## src/rtl/run_control_unit.sv

```systemverilog
// Run/step controller gating the ARM core clock-enable, with instruction-limit stop,
// cycle-budget watchdog and run counters. Optional breakpoint logic under RUN_CTRL_BREAK_EN.
module run_control_unit #(
  parameter int CNT_W            = 32,
  parameter int STALLS_PER_INSTR = 5,
  parameter bit SAT_EN_DEFAULT   = 1'b1
) (
  input  logic             clk,
  input  logic             rst,
  input  logic             clk_select,
  input  logic             clk_step,
  input  logic             start,
  input  logic [CNT_W-1:0] instr_limit,
  input  logic             retire,
  input  logic             stall,
`ifdef RUN_CTRL_BREAK_EN
  input  logic             break_valid,
  input  logic [31:0]      break_pc,
  input  logic [31:0]      pc,
  output logic             brk_hit,
`endif
  output logic             cpu_en,
  output logic             running,
  output logic             done,
  output logic             timeout,
  output logic [CNT_W-1:0] cycle_cnt,
  output logic [CNT_W-1:0] instr_cnt,
  output logic [CNT_W-1:0] stall_cnt
);

  typedef enum logic [2:0] {
    IDLE       = 3'd0,
    RUN        = 3'd1,
    STEP_WAIT  = 3'd2,
    STEP_PULSE = 3'd3,
    DONE       = 3'd4
  } state_t;

  localparam int                 BW     = 2 * CNT_W;
  localparam logic [BW-1:0]      MULT_W = BW'(STALLS_PER_INSTR + 1);

  state_t            state_r;
  state_t            state_nxt_s;
  logic              clk_step_q_r;
  logic              step_rise_s;
  logic              start_ok_s;
  logic              limit_hit_s;
  logic              wd_hit_s;
  logic              stop_s;
  logic              wd_only_s;
  logic              brk_take_s;
  logic              brk_hold_s;
  logic [BW-1:0]     budget_s;
  logic [BW-1:0]     cyc_next_s;
  logic [CNT_W:0]    instr_next_s;

  // Counter increment that either saturates at all-ones or wraps to zero.
  function automatic logic [CNT_W-1:0] cnt_inc(input logic [CNT_W-1:0] v);
    if (&v) begin
      cnt_inc = SAT_EN_DEFAULT ? v : {CNT_W{1'b0}};
    end else begin
      cnt_inc = v + {{(CNT_W-1){1'b0}}, 1'b1};
    end
  endfunction

  assign step_rise_s  = clk_step & ~clk_step_q_r;
  assign start_ok_s   = start & ((state_r == IDLE) || (state_r == DONE));
  assign instr_next_s = {1'b0, instr_cnt} + {{CNT_W{1'b0}}, 1'b1};
  assign cyc_next_s   = {{CNT_W{1'b0}}, cycle_cnt} + {{(BW-1){1'b0}}, 1'b1};
  assign budget_s     = {{CNT_W{1'b0}}, instr_limit} * MULT_W;
  assign limit_hit_s  = cpu_en & retire & (instr_limit != {CNT_W{1'b0}})
                        & (instr_next_s == {1'b0, instr_limit});
  assign wd_hit_s     = cpu_en & (instr_limit != {CNT_W{1'b0}}) & (cyc_next_s == budget_s);
  assign stop_s       = limit_hit_s | wd_hit_s;
  assign wd_only_s    = wd_hit_s & ~limit_hit_s;

`ifdef RUN_CTRL_BREAK_EN
  logic brk_hit_r;

  // Breakpoints yield to both stop conditions.
  assign brk_take_s = cpu_en & break_valid & (pc == break_pc) & ~stop_s;
  assign brk_hold_s = brk_hit_r;
  assign brk_hit    = brk_hit_r;

  // Breakpoint flag: set on a taken breakpoint, cleared by a step edge or a new run.
  always_ff @(posedge clk) begin
    if (rst) begin
      brk_hit_r <= 1'b0;
    end else if (brk_take_s) begin
      brk_hit_r <= 1'b1;
    end else if (start_ok_s || step_rise_s) begin
      brk_hit_r <= 1'b0;
    end else begin
      brk_hit_r <= brk_hit_r;
    end
  end
`else
  assign brk_take_s = 1'b0;
  assign brk_hold_s = 1'b0;
`endif

  // State register.
  always_ff @(posedge clk) begin
    if (rst) begin
      state_r <= IDLE;
    end else begin
      state_r <= state_nxt_s;
    end
  end

  // Next-state logic.
  always_comb begin
    state_nxt_s = state_r;
    case (state_r)
      IDLE, DONE: begin
        if (start) begin
          state_nxt_s = clk_select ? STEP_WAIT : RUN;
        end else begin
          state_nxt_s = state_r;
        end
      end
      RUN: begin
        if (stop_s) begin
          state_nxt_s = DONE;
        end else if (brk_take_s || clk_select) begin
          state_nxt_s = STEP_WAIT;
        end else begin
          state_nxt_s = RUN;
        end
      end
      STEP_WAIT: begin
        // A pending breakpoint holds the core here even in free-run mode.
        if (step_rise_s) begin
          state_nxt_s = STEP_PULSE;
        end else if (!clk_select && !brk_hold_s) begin
          state_nxt_s = RUN;
        end else begin
          state_nxt_s = STEP_WAIT;
        end
      end
      STEP_PULSE: begin
        if (stop_s) begin
          state_nxt_s = DONE;
        end else begin
          state_nxt_s = STEP_WAIT;
        end
      end
      default: state_nxt_s = IDLE;
    endcase
  end

  // Output decode from state.
  always_comb begin
    cpu_en  = 1'b0;
    running = 1'b0;
    done    = 1'b0;
    case (state_r)
      RUN: begin
        cpu_en  = 1'b1;
        running = 1'b1;
      end
      STEP_WAIT: begin
        running = 1'b1;
      end
      STEP_PULSE: begin
        cpu_en  = 1'b1;
        running = 1'b1;
      end
      DONE: begin
        done = 1'b1;
      end
      default: begin
        cpu_en  = 1'b0;
        running = 1'b0;
        done    = 1'b0;
      end
    endcase
  end

  // Step-edge history, counters and timeout flag.
  always_ff @(posedge clk) begin
    if (rst) begin
      clk_step_q_r <= clk_step;
      cycle_cnt    <= {CNT_W{1'b0}};
      instr_cnt    <= {CNT_W{1'b0}};
      stall_cnt    <= {CNT_W{1'b0}};
      timeout      <= 1'b0;
    end else begin
      clk_step_q_r <= clk_step;
      if (start_ok_s) begin
        cycle_cnt <= {CNT_W{1'b0}};
        instr_cnt <= {CNT_W{1'b0}};
        stall_cnt <= {CNT_W{1'b0}};
        timeout   <= 1'b0;
      end else if (cpu_en) begin
        cycle_cnt <= cnt_inc(cycle_cnt);
        instr_cnt <= retire ? cnt_inc(instr_cnt) : instr_cnt;
        stall_cnt <= stall ? cnt_inc(stall_cnt) : stall_cnt;
        timeout   <= timeout | wd_only_s;
      end else begin
        cycle_cnt <= cycle_cnt;
        instr_cnt <= instr_cnt;
        stall_cnt <= stall_cnt;
        timeout   <= timeout;
      end
    end
  end

endmodule

```

## config.mk

```make
export PLATFORM = sky130hd
export DESIGN_NAME = run_control_unit
export DESIGN_NICKNAME = d
export VERILOG_FILES = /design/src/rtl/run_control_unit.sv
export SDC_FILE = /design/constraint.sdc
export NUM_CORES = 1
export LEC_CHECK = 0
export CORE_AREA = 8 8 141 143
export DETAILED_ROUTE_END_ITERATION = 10
export DIE_AREA = 0 0 149 151
export PLACE_DENSITY_LB_ADDON = 0.08
export SLEW_MARGIN = 40
export SYNTH_ARGS = -nofsm -noshare
export SYNTH_HDL_FRONTEND = slang
export SYNTH_SLANG_ARGS = --single-unit
```

## constraint.sdc

```tcl
create_clock -name clk -period 3.6 [get_ports clk]
set_input_delay 0.72 -clock clk [delete_from_list [all_inputs] [get_ports clk]]
set_output_delay 0.72 -clock clk [all_outputs]
set_load 0.03 [all_outputs]
```

* After elaboration in Yosys (flattened, before gate mapping)
Cells that the tools add are included.
** Operators by class
- Multipliers :: 1
- Add/sub/neg operators :: 5
- Multiplexer cells :: 9
- Reduce and logical (&&, ||, !) cells :: 13
- Bitwise gates (word level) :: 15
- Eq/ne operators :: 7
** Operator list (count)
- adder 32 x 1 -> 32 bit, second input constant :: 3
- AND reduction 32 bit :: 3
- adder 32 x 1 -> 33 bit, second input constant :: 2
- equality test 33 x 35 -> 1 bit :: 1
- multiplier 32 x 2 -> 34 bit, second input constant :: 1
- equality test 33 x 32 -> 1 bit :: 1
- nonzero test 32 bit :: 1
- case mux 3 bit (4 select lines) :: 1
- two-way mux 3 bit :: 3
- AND 1 bit :: 8
- equality test 3 x 2 -> 1 bit, second input constant :: 2
- AND reduction 3 bit :: 2
- OR reduction 2 bit :: 3
- NOT 1 bit :: 5
- two-way mux 2 bit :: 2
- equality test 3 x 1 -> 1 bit, second input constant :: 1
- equality test 3 bit, second input constant :: 1
- logical NOT 3 bit :: 1
- two-way mux 1 bit :: 3
- OR reduction 3 bit :: 1
- inequality test 2 bit, second input constant :: 1
- OR 1 bit :: 2
- AND reduction 2 bit :: 1
- logical OR 1 bit :: 1
** Storage, ports and cells
- Register bits after elaboration :: 101

* Depth between registers and ports, before layout
Gate-level depths: netlist (run 1).
- Word-level depth :: 9
- Depth in mapped cells :: 12

* Worst setup path before layout (run 1)
Ideal clock, no wire load.
- Path kind :: input -> register
- Start point :: in instr_limit[0]
- End point :: reg state_r[0]
- Stages :: 12
- Arrival :: 3.283 ns
- Required time :: 3.486 ns
- Slack :: 0.203 ns
- Cells stage by stage :: ha_1 > inv_1 > fa_1 > nor2b_1 > o2111ai_1 > a211oi_1 > o211ai_1 > nand2_1 > mux2_2 > nor4_1 > nand4_1 > a21bo_1
** Between the ends
- Word-level cells in the longest chain between the ends :: 6
- Elaborated cells on any way between the ends :: 11
- Classes of those cells :: mul (1); eq/ne (2); mux (2); bitwise (5); reduce/logical (1)
** Ends and longest elaborated chain
- start, declared :: line 13 : input logic [CNT_W-1:0] instr_limit,
- multiplier 32 x 2 -> 34 bit or nonzero test 32 bit (tied branches) :: line 70, 71, 73
- equality test 33 x 35 -> 1 bit, or another cell as far along :: line 73 : assign wd_hit_s = cpu_en & (instr_limit != {CNT_W{1'b0}}) & (cyc_next_s == budget_s);
- AND 1 bit, on equally long branches :: line 73, 72
- OR 1 bit (*) :: line 74 : assign stop_s = limit_hit_s | wd_hit_s;
- two-way mux 3 bit (*) :: line 123 : if (stop_s) begin
- case mux 3 bit (4 select lines) (*) :: line 114 : case (state_r)
- end signal, assigned :: line 107 : state_r <= state_nxt_s;
- end, declared :: line 42 : state_t state_r;
Mark *: on every way between the ends. The rest lies on a longest branch, timed or not.
A chain may end at the register's enable or synchronous reset.

* Worst setup path in the final report (run 1)
- Start point :: in instr_limit[2]
- End point :: reg state_r[0]
Same word-level chain as after synthesis.

==> results by group, run 1 <==
Routing
  • WL met2: 14540 um
  • Vias: 9472
  • Post-DR vias/cell: 5.628
  • DRC Markers: 0
  • Starting DRT DRC Count: 513
  • Drt first pass iters: 6
  • Detail Route Antenna Nets: 0
  • Wirelength, routed: 31070 um
  • Met1 WL: 14160 um
  • Post-DR wirelength/cell: 18.46 um
  • Top Metal Used: met4
  • Met3 WL: 1425 um

Floorplan
  • Initial Util: 48.84%
  • Die area: 22500 sq um
  • Io pins: 139
  • Chip width: 149 um
  • Chip height: 151 um
  • Core Region: 17660 sq um
  • Number of core rows: 49

Final layout
  • Final #Nets: 1541
  • N_diodes: 0
  • Final core occ: 70.29%
  • Filler instances: 1484
  • Share of cells above drive strength 1: 21.60%
  • Area grow syn2layout: 43.92%
  • Fin area: 12410 sq um

Hold path
  • Worst min path class: reg -> reg
  • Worst Hold Depth: 2

Clocking
  • Clk buf depth: 2
  • Worst-skew pair later-pin latency: 0.37 ns
  • Reg clk slew, reported paths: 0.08 ns
  • CTS tree: built
  • H-tree levels: 3
  • CTS Buf Count: 9
  • Hold_buf cts: 0
  • Clk root buf: clkbuf_16
  • Clock sinks: 101

Yosys
  • Syn nets: 1233
  • YS warnings: 0
  • Largest family of logic cells by synthesized area: simple AND/OR/NAND/NOR gates
  • Post-Syn Area: 8623 sq um
  • Post-synth top cells: 113 x nor2_1, 105 x nand2_1, 101 x dfxtp_1, 101 x xnor2_1, 83 x xor2_1
  • Seq/Total Area, Yosys: 23.45%
  • Area leader, netlist: dfxtp_1
  • Mux cell area share after synthesis: 0.7255%
  • EDFF count, synth: 0
  • Post-Synth XOR/XNOR Area: 18.69%
  • Share of the synthesized area in the top cell type: 23.45%
  • Top post-synthesis cells by area: dfxtp_1 23%, xnor2_1 10%, xor2_1 8.4%
  • Mapped Avg Cell Area: 7.558 sq um
  • Share of async-settable or async-resettable flops after synthesis: 0%
  • Synth Area in Simple Gates: 29.25%
  • Cell with the most instances after synthesis: nor2_1
  • Post-synth top flop: dfxtp_1
  • Distinct cells, synth: 70
  • Post-Synth Adder-Cell Area: 7.777%
  • Cells after synthesis: 1141
  • Synth Register Bits: 101
  • Post-synthesis compound-gate area fraction: 15.29%

Job
  • Max cap viols: 0

Setup path
  • Maximum fanout along the worst path: 6
  • CP Launch Type: primary input
  • Reg2reg path depth: 10
  • CP peak stage delay: 0.46 ns
  • Crit path required time: 3.86 ns
  • Kind of critical path: in -> reg
  • Crit path capture type: flop
  • Crit-path slowest cell: or3b_2
  • Sequence of cells on the critical path: dlygate4sd2_1, buf_4, ha_1, a21oi_2, a2111oi_4, buf_4, or2_2, o2111a_2, o21ai_0, or3b_2, nor4_2, nand4_1, buf_4, a21bo_1
  • Arr. time, crit path: 3.77 ns
  • Most used cell, CP: buf_4

Global route
  • Total GRT Usage: 26.78%
  • Pin count of the biggest net entering global routing: 58
  • Initial antenna violation count: 0
  • Vias in the first global route: 9050
  • First-pass GRT wire length: 48110 um
  • Total gr overflow: 0

STA
  • Final number of hold-violating endpoints: 0
  • Worst-Margin Slew: 0.5800 ns
  • Fin worst setup slack: 0.09359 ns
  • Slew Viols, Final: 0
  • Setup violators final: 0
  • Skew final: 0.01164 ns
  • F_max: 0.2852 GHz
  • Tcrit/Tclk final: 97.40%
  • Rel. slew slack: 61.00%
  • Tmin final: 3.506 ns

Placement
  • I/O Buffers: 138
  • Dpl cell area: 11600 sq um
  • GP Congestion: 0.9327
  • HPWL after detailed placement: 24770 um
  • Post-place setup slack: -0.8830 ns

Power
  • Pleak: 4.914 nW
  • Pwr Density: 259.1 nW/um^2
  • Peak VDD IR: 0.3157 mV

Status
  • Status: finished, final reports clean
critical path, delay by kind of cell:
| family | cells | cell delay, ns |
|---|---|---|
| buffers and inverters | 4 | 0.82 |
| adder cells (fa/ha/maj) | 1 | 0.19 |
| AO/OA/AOI/OAI | 5 | 0.91 |
| AND/OR/NAND/NOR | 4 | 1.13 |
metal layers:
layer	global-route usage, %	up-vias
li1	-	4652
met1	34.87	4471
met2	43.91	300
met3	3.406	49
met4	11.21	0
met5	0	-
flip-flops by register name (all words and copies together), names as in the netlist:
| signal | flops |
|---|---|
| cycle_cnt | 32 |
| instr_cnt | 32 |
| clk_step_q_r | 1 |
| timeout | 1 |
| stall_cnt | 32 |
| state_r | 3 |
report_power, final:
part | internal (W) | total, W | switching (W)
Sequential | 0.00112 | 0.00113 | 0.00000656
Clock | 0.000504 | 0.00104 | 0.000537
Combinational | 0.000486 | 0.00104 | 0.000559
cell families after synthesis:
kind of cell,Yosys count
buffers and inverters,104
XOR/XNOR,184
adder cells (fa/ha/maj),53
multiplexers,6
AO/OA/AOI/OAI,211
AND/OR/NAND/NOR,482
flip-flops,101
worst paths after layout:
kind	endpoint	slack (ns)	startpoint
setup reg to reg	state_r[0]	0.20	cycle_cnt[19]
hold / removal	timeout	0.48	timeout
setup / recovery	state_r[0]	0.09	instr_limit[2]
hold reg to reg	timeout	0.48	timeout
timing repair:
action,CTS,global route
resized for setup,44,73
endpoints found under the setup margin,4,4
buffers inserted,4,5
pin swaps,15,23
stage by stage:
stage | power (W) | std cells | hold slack [ns] | TNS, ns
floorplan | 0.001659 | 1141 | 0.5682 | 0
global placement | 0.002098 | 1658 | 0.4406 | -3.160
detailed placement | 0.002104 | 1658 | 0.4719 | -3.392
CTS | 0.003167 | 1678 | 0.4862 | 0
global route | 0.003350 | 1683 | 0.5196 | -0.1052
finish | 0.003215 | 1683 | 0.4805 | 0
final cells by class:
class	count	area [sq um]	area share [%]
multi-input cells	936	6615	53.30
repair buffers	349	2975	23.97
flip-flops and latches	101	2022	16.29
well taps	229	286.5	2.309
clock buffers	9	225.2	1.815
inverters	52	195.2	1.573
clock inverters	7	91.34	0.7360
placed cells by master, fill, tap and decap left out, drive strengths merged, types with 3 or more instances in the layout:
cell	instances
a21o	14
o21ai	61
a211oi	6
o211ai	10
nor2	113
and3	24
nor2b	11
nand2	105
nand4	53
or4	7
o21a	4
clkbuf	14
o22ai	3
a2111oi	6
nand2b	7
xor2	83
a21oi	67
inv	55
a31oi	7
ha	52
dfxtp	101
mux2i	4
clkinv	4
clkdlybuf4s50	117
or2	5
buf	212
nor3b	4
and4	17
dlygate4sd2	4
xnor2	101
or3	27
dlymetal6s2s	10
nor3	21
nand3	54
nor4	19
o31ai	5
and2	10
No activity file was read; power rests on OpenSTA's default activity.
==> run 2: changes to the inputs <==
--- a/config.mk
+++ b/config.mk
@@ -5,9 +5,10 @@
 export SDC_FILE = /design/constraint.sdc
 export NUM_CORES = 1
 export LEC_CHECK = 0
-export CORE_AREA = 8 8 141 143
+export CORE_AREA = 8 8 135 137
 export DETAILED_ROUTE_END_ITERATION = 10
-export DIE_AREA = 0 0 149 151
+export DIE_AREA = 0 0 143 145
+export DONT_BUFFER_PORTS = 1
 export PLACE_DENSITY_LB_ADDON = 0.08
 export SLEW_MARGIN = 40
 export SYNTH_ARGS = -nofsm -noshare
==> run 2 against run 1 <==
Compared with the run above: combinational power decreased by 32%; flip-flop and latch count unchanged; worst setup slack improved by 0.098 ns; fmax increased by 2.9%; hold slack got worse by 0.099 ns; largest power group unchanged.
==> results by group, run 2 (synthesis results as in run 1) <==
Floorplan
  • Chip height: 145 um
  • Core Region: 16170 sq um
  • Die area: 20740 sq um
  • Number of core rows: 47
  • Initial Util: 53.32%
  • Chip width: 143 um
  • Io pins: 139

Final layout
  • N_diodes: 0
  • Leading cell type in the layout, fill and taps excluded: nor2_1
  • Fin area: 9788 sq um
  • Final #Nets: 1295
  • Final core occ: 60.53%
  • Register Area: 2022 sq um
  • Share of cells above drive strength 1: 12.25%
  • Multi-input gate area: 6227 sq um
  • Filler instances: 1573
  • Commonest cells after routing, fill and taps aside: 113 x nor2_1, 105 x nand2_1, 102 x buf_4
  • Top Registers: cycle_cnt (32), instr_cnt (32), stall_cnt (32)
  • Area grow syn2layout: 13.51%

Power
  • Pleak: 3.771 nW
  • Peak VDD IR: 0.2754 mV
  • Pwr Total: 0.002804 W
  • Pwr Density: 286.5 nW/um^2

Placement
  • Dpl cell area: 9467 sq um
  • GP Congestion: 0.9474
  • Post-place setup slack: -0.3317 ns
  • I/O Buffers: 0
  • HPWL after detailed placement: 21780 um

Clocking
  • Clk root buf: clkbuf_16
  • Clock sinks: 101
  • CTS tree: built
  • Clk buf depth: 2
  • Worst-skew pair later-pin latency: 0.36 ns
  • H-tree levels: 3
  • CTS Buf Count: 9
  • Reg clk slew, reported paths: 0.08 ns
  • Hold_buf cts: 0

Setup path
  • CP Launch Type: flop
  • Delay-heaviest family, CP: simple AND/OR/NAND/NOR gates
  • Kind of critical path: reg -> reg
  • Sequence of cells on the critical path: nand4_2, nor4_2, nand4_1, xnor2_1, mux2_2, or3b_2, nor4_1, nand4_1, buf_4, a21bo_1
  • Crit path capture type: flop
  • Crit-path slowest cell: dfxtp_1
  • Most used cell, CP: nand4_1
  • Crit path required time: 3.85 ns
  • Maximum fanout along the worst path: 8
  • Arr. time, crit path: 3.65 ns
  • Critical path buffer and inverter count: 1
  • CP peak stage delay: 0.51 ns

Routing
  • Post-DR wirelength/cell: 18.89 um
  • Post-DR vias/cell: 5.895
  • Drt first pass iters: 7
  • Vias: 8418
  • Starting DRT DRC Count: 498
  • Detail Route Antenna Nets: 0
  • DRC Markers: 0
  • Wirelength, routed: 26980 um

STA
  • Hold WS: 0.3814 ns
  • Tcrit/Tclk final: 94.67%
  • Tmin final: 3.408 ns
  • Slew Viols, Final: 0
  • Rel. slew slack: 41.56%
  • RSZ-0062 raised after global routing: no
  • Skew final: 0.01191 ns
  • Worst-Margin Slew: 0.8686 ns
  • F_max: 0.2934 GHz
  • Fin worst setup slack: 0.1919 ns
  • Final number of hold-violating endpoints: 0
  • Setup violators final: 0

Job
  • Max cap viols: 0

Status
  • Status: finished, final reports clean

Global route
  • First-pass GRT wire length: 43350 um
  • Initial antenna violation count: 0
  • Vias in the first global route: 8046
  • Total gr overflow: 0
  • Pin count of the biggest net entering global routing: 96
  • Total GRT Usage: 25.84%

Hold path
  • Worst min path class: in -> reg
run 2: changes by cell type in the layout (fill, tap and decap cells not counted), moves of 5 or more:
cell and change:
o21ai_0 +7, a21oi_1 +5, dlymetal6s2s_1 -10, ha_4 -11, buf_4 -106, clkbuf_2 -5, a21oi_2 -5, ha_1 +14
clkdlybuf4s50_1 -117
run 2: layout make-up:
type,instances,share of cell area (%)
Clock inverter,6,0.5497
Tap cell,220,2.812
Timing Repair Buffer,103,8.028
Clock buffer,10,2.339
Sequential cell,101,20.66
Inverter,52,1.994
Multi-Input combinational cell,936,63.62
run 2: where the power goes:
| part | internal [W] | total, W | switching [W] | leakage [nW] |
|---|---|---|---|---|
| clock | 0.000483 | 0.000964 | 0.000481 | 0.136 |
| sequential | 0.00112 | 0.00113 | 0.00000924 | 0.814 |
| combinational | 0.000278 | 0.000707 | 0.000429 | 2.82 |
| total | 0.00188 | 0.00280 | 0.000919 | 3.77 |
run 2: stage by stage:
stage               std cells  setup TNS, ns
detailed placement       1411         -1.118
global placement         1411        -0.7202
finish                   1428              0
global route             1428              0
CTS                      1427              0
floorplan                1141              0
run 2: metal layers:
layer / part of all wire (%) / up-vias / GRT usage [%]
li1: - / 4168 / -
met5: 0 / - / 0
met2: 44 / 295 / 40.25
met4: 4.1 / 0 / 12.01
met1: 44 / 3895 / 33.62
met3: 7.2 / 60 / 4.888
run 2: worst register-to-register path: cells and delay by family (launching register included):
family	cells	cell delay [ns]
AO/OA/AOI/OAI	1	0.17
XOR/XNOR	1	0.37
buffers and inverters	1	0.20
flip-flops	1	0.51
multiplexers	1	0.40
AND/OR/NAND/NOR	6	1.65
run 2: path summary, 6_finish.rpt:
path | startpoint | endpoint | slack (ns) | cells past startpoint
max | cycle_cnt[6] | state_r[0] | 0.19 | 10
min | clk_step | clk_step_q_r | 0.38 | 0
max reg2reg | cycle_cnt[6] | state_r[0] | 0.19 | 10
min reg2reg | stall_cnt[7] | stall_cnt[7] | 0.56 | 3
run 2: timing repair:
item,CTS,global route
gates resized for setup,0,5
buffers inserted,0,1
setup endpoints to repair,0,4
==> run 3: changes to the inputs <==
--- a/config.mk
+++ b/config.mk
@@ -9,7 +9,7 @@
 export DETAILED_ROUTE_END_ITERATION = 10
 export DIE_AREA = 0 0 143 145
 export DONT_BUFFER_PORTS = 1
-export PLACE_DENSITY_LB_ADDON = 0.08
+export PLACE_DENSITY = 0.74
 export SLEW_MARGIN = 40
 export SYNTH_ARGS = -nofsm -noshare
 export SYNTH_HDL_FRONTEND = slang
==> run 3 against run 2 <==
Compared with the run above: clock skew down 0.0036 ns; worst setup slack about the same; non-clock buffer count up 5; cell count up 0.35%; clock-buffer cell count down 1; fmax about the same; via count up 0.90%; critical path depth up 3; register-to-register slack better by 0.05 ns; global-route usage down 0.20 points; sequential power about the same.
==> results by group, run 3 (synthesis results as in run 1) <==
Clocking
  • Worst-skew pair later-pin latency: 0.37 ns
  • Clk root buf: clkbuf_16
  • Clock sinks: 101
  • Reg clk slew, reported paths: 0.08 ns
  • Clk buf depth: 2
  • CTS resizes: 0
  • H-tree levels: 3
  • CTS Buf Count: 9
  • CTS tree: built
  • Hold_buf cts: 0
  • Post-CTS Setup Bufs: 0

STA
  • Fin worst setup slack: 0.1915 ns
  • Slew Viols, Final: 0
  • Tmin final: 3.408 ns
  • Skew final: 0.008286 ns
  • Final setup TNS: 0 ns
  • Setup violators final: 0
  • RSZ-0062 raised after global routing: no
  • F_max: 0.2934 GHz
  • Worst-Margin Slew: 0.6748 ns
  • Hold WS: 0.3783 ns
  • Rel. slew slack: 54.54%
  • Tcrit/Tclk final: 94.68%
  • Final number of hold-violating endpoints: 0

Final layout
  • Commonest cells after routing, fill and taps aside: 113 x nor2_1, 107 x buf_4, 105 x nand2_1
  • Register Area: 2022 sq um
  • Final #Nets: 1300
  • Area grow syn2layout: 14.00%
  • Final Non-Filler Cells: 1433
  • N_diodes: 0
  • Top Registers: cycle_cnt (32), instr_cnt (32), stall_cnt (32)
  • Multi-input gate area: 6206 sq um
  • Leading cell type in the layout, fill and taps excluded: nor2_1
  • Filler instances: 1512
  • Share of cells above drive strength 1: 12.53%

Placement
  • Post-place setup slack: -0.1408 ns
  • HPWL after detailed placement: 22220 um
  • Inst Count DP: 1417
  • I/O Buffers: 0
  • GP Congestion: 0.9425

Setup path
  • Reg2reg path depth: 11
  • Maximum fanout along the worst path: 4
  • Flop2flop setup slack: 0.24 ns
  • Most used cell, CP: o21ai_0
  • Crit Reg-Reg Startpoint: instr_cnt[1]
  • Delay-heaviest family, CP: compound AO/OA/AOI/OAI gates
  • Crit path capture type: flop
  • Sequence of cells on the critical path: ha_1, inv_1, fa_1, nor2b_1, o2111ai_1, a211oi_1, buf_4, o21ai_0, a2111oi_0, o21ai_0, nor4_2, nand4_1, a21bo_1
  • Crit path required time: 3.87 ns
  • CP Launch Type: primary input
  • Arr. time, crit path: 3.68 ns
  • Kind of critical path: in -> reg
  • Instance count on the critical path: 13
  • Reg-to-Reg End: state_r[0]
  • Crit-path slowest cell: a2111oi_0
  • Critical path buffer and inverter count: 2
  • Setup crit start: instr_limit[0]
  • Critical Path Sink: state_r[0]
  • CP peak stage delay: 0.54 ns

Floorplan
  • Die area: 20740 sq um
  • Io pins: 139
  • Chip height: 145 um
  • Number of core rows: 47
  • Chip width: 143 um
  • Core Region: 16170 sq um
  • Initial Util: 53.32%

Global route
  • Total GRT Usage: 25.65%
  • Initial antenna violation count: 0
  • Pin count of the biggest net entering global routing: 49
  • First-pass GRT wire length: 42580 um
  • Vias in the first global route: 7863
  • Total gr overflow: 0

Routing
  • Drt first pass iters: 6
  • DRC Markers: 0
  • Post-DR wirelength/cell: 19.25 um
  • Wirelength, routed: 27590 um
  • Starting DRT DRC Count: 639
  • Detail Route Antenna Nets: 0
  • Vias: 8494
  • Post-DR vias/cell: 5.927

Power
  • Clock share of power: 35.6%
  • Reg power frac: 39.0%
  • Sw Ratio: 33.87%
  • Cell Int Power: 0.001919 W
  • Pwr Total: 0.002902 W
  • P_sw: 0.0009830 W
  • Pleak: 3.804 nW
  • Peak VDD IR: 0.2285 mV
  • Logic pwr share: 25.4%
  • Pwr Density: 295.2 nW/um^2

Job
  • Max cap viols: 0

Status
  • Status: finished, final reports clean

Hold path
  • Worst min path class: in -> reg
[run 3: worst min path at each step]
stage                      start      endpoint  slack, ns  cells after the start
CTS                     clk_step  clk_step_q_r       0.37                      0
global placement    instr_cnt[1]  instr_cnt[1]       0.52                      2
global route            clk_step  clk_step_q_r       0.37                      0
floorplan                timeout       timeout       0.57                      2
finish                  clk_step  clk_step_q_r       0.38                      0
detailed placement  instr_cnt[1]  instr_cnt[1]       0.53                      2
[run 3: cell type report]
| class | count | share of cell area [%] |
|---|---|---|
| Clock buffer | 9 | 2.291 |
| Clock inverter | 7 | 0.8527 |
| Inverter | 52 | 1.985 |
| Multi-Input combinational cell | 936 | 63.13 |
| Sequential cell | 101 | 20.57 |
| Tap cell | 220 | 2.800 |
| Timing Repair Buffer | 108 | 8.375 |
[run 3: per-layer routing]
metal  wire length, um  track usage (%)  vias up  part of all wire, %
met1             11830            32.07     3961                   43
met3              2355            6.955       48                  8.5
met4               699            8.453        0                  2.5
li1                  -                -     4171                    -
met2             12710            41.53      314                   46
met5                 0                0        -                    0
[run 3: through the flow]
step | cell area [sq um] | util [%]
4_1_cts | 9821 | 60.73
3_3_place_gp | 9492 | 58.69
2_1_floorplan | 8623 | -
6_report | 9831 | 60.79
5_1_grt | 9831 | 60.79
3_5_place_dp | 9512 | 58.82
[run 3: power groups by stage]
stage	clock network [W]	registers, W	logic (W)
after global routing	0.00108	0.00113	0.000796
after floorplan	0	0.00117	0.000493
after CTS	0.00105	0.00113	0.000726
final	0.00103	0.00113	0.000736
after detailed placement	0	0.00116	0.000720
after global placement	0	0.00116	0.000714
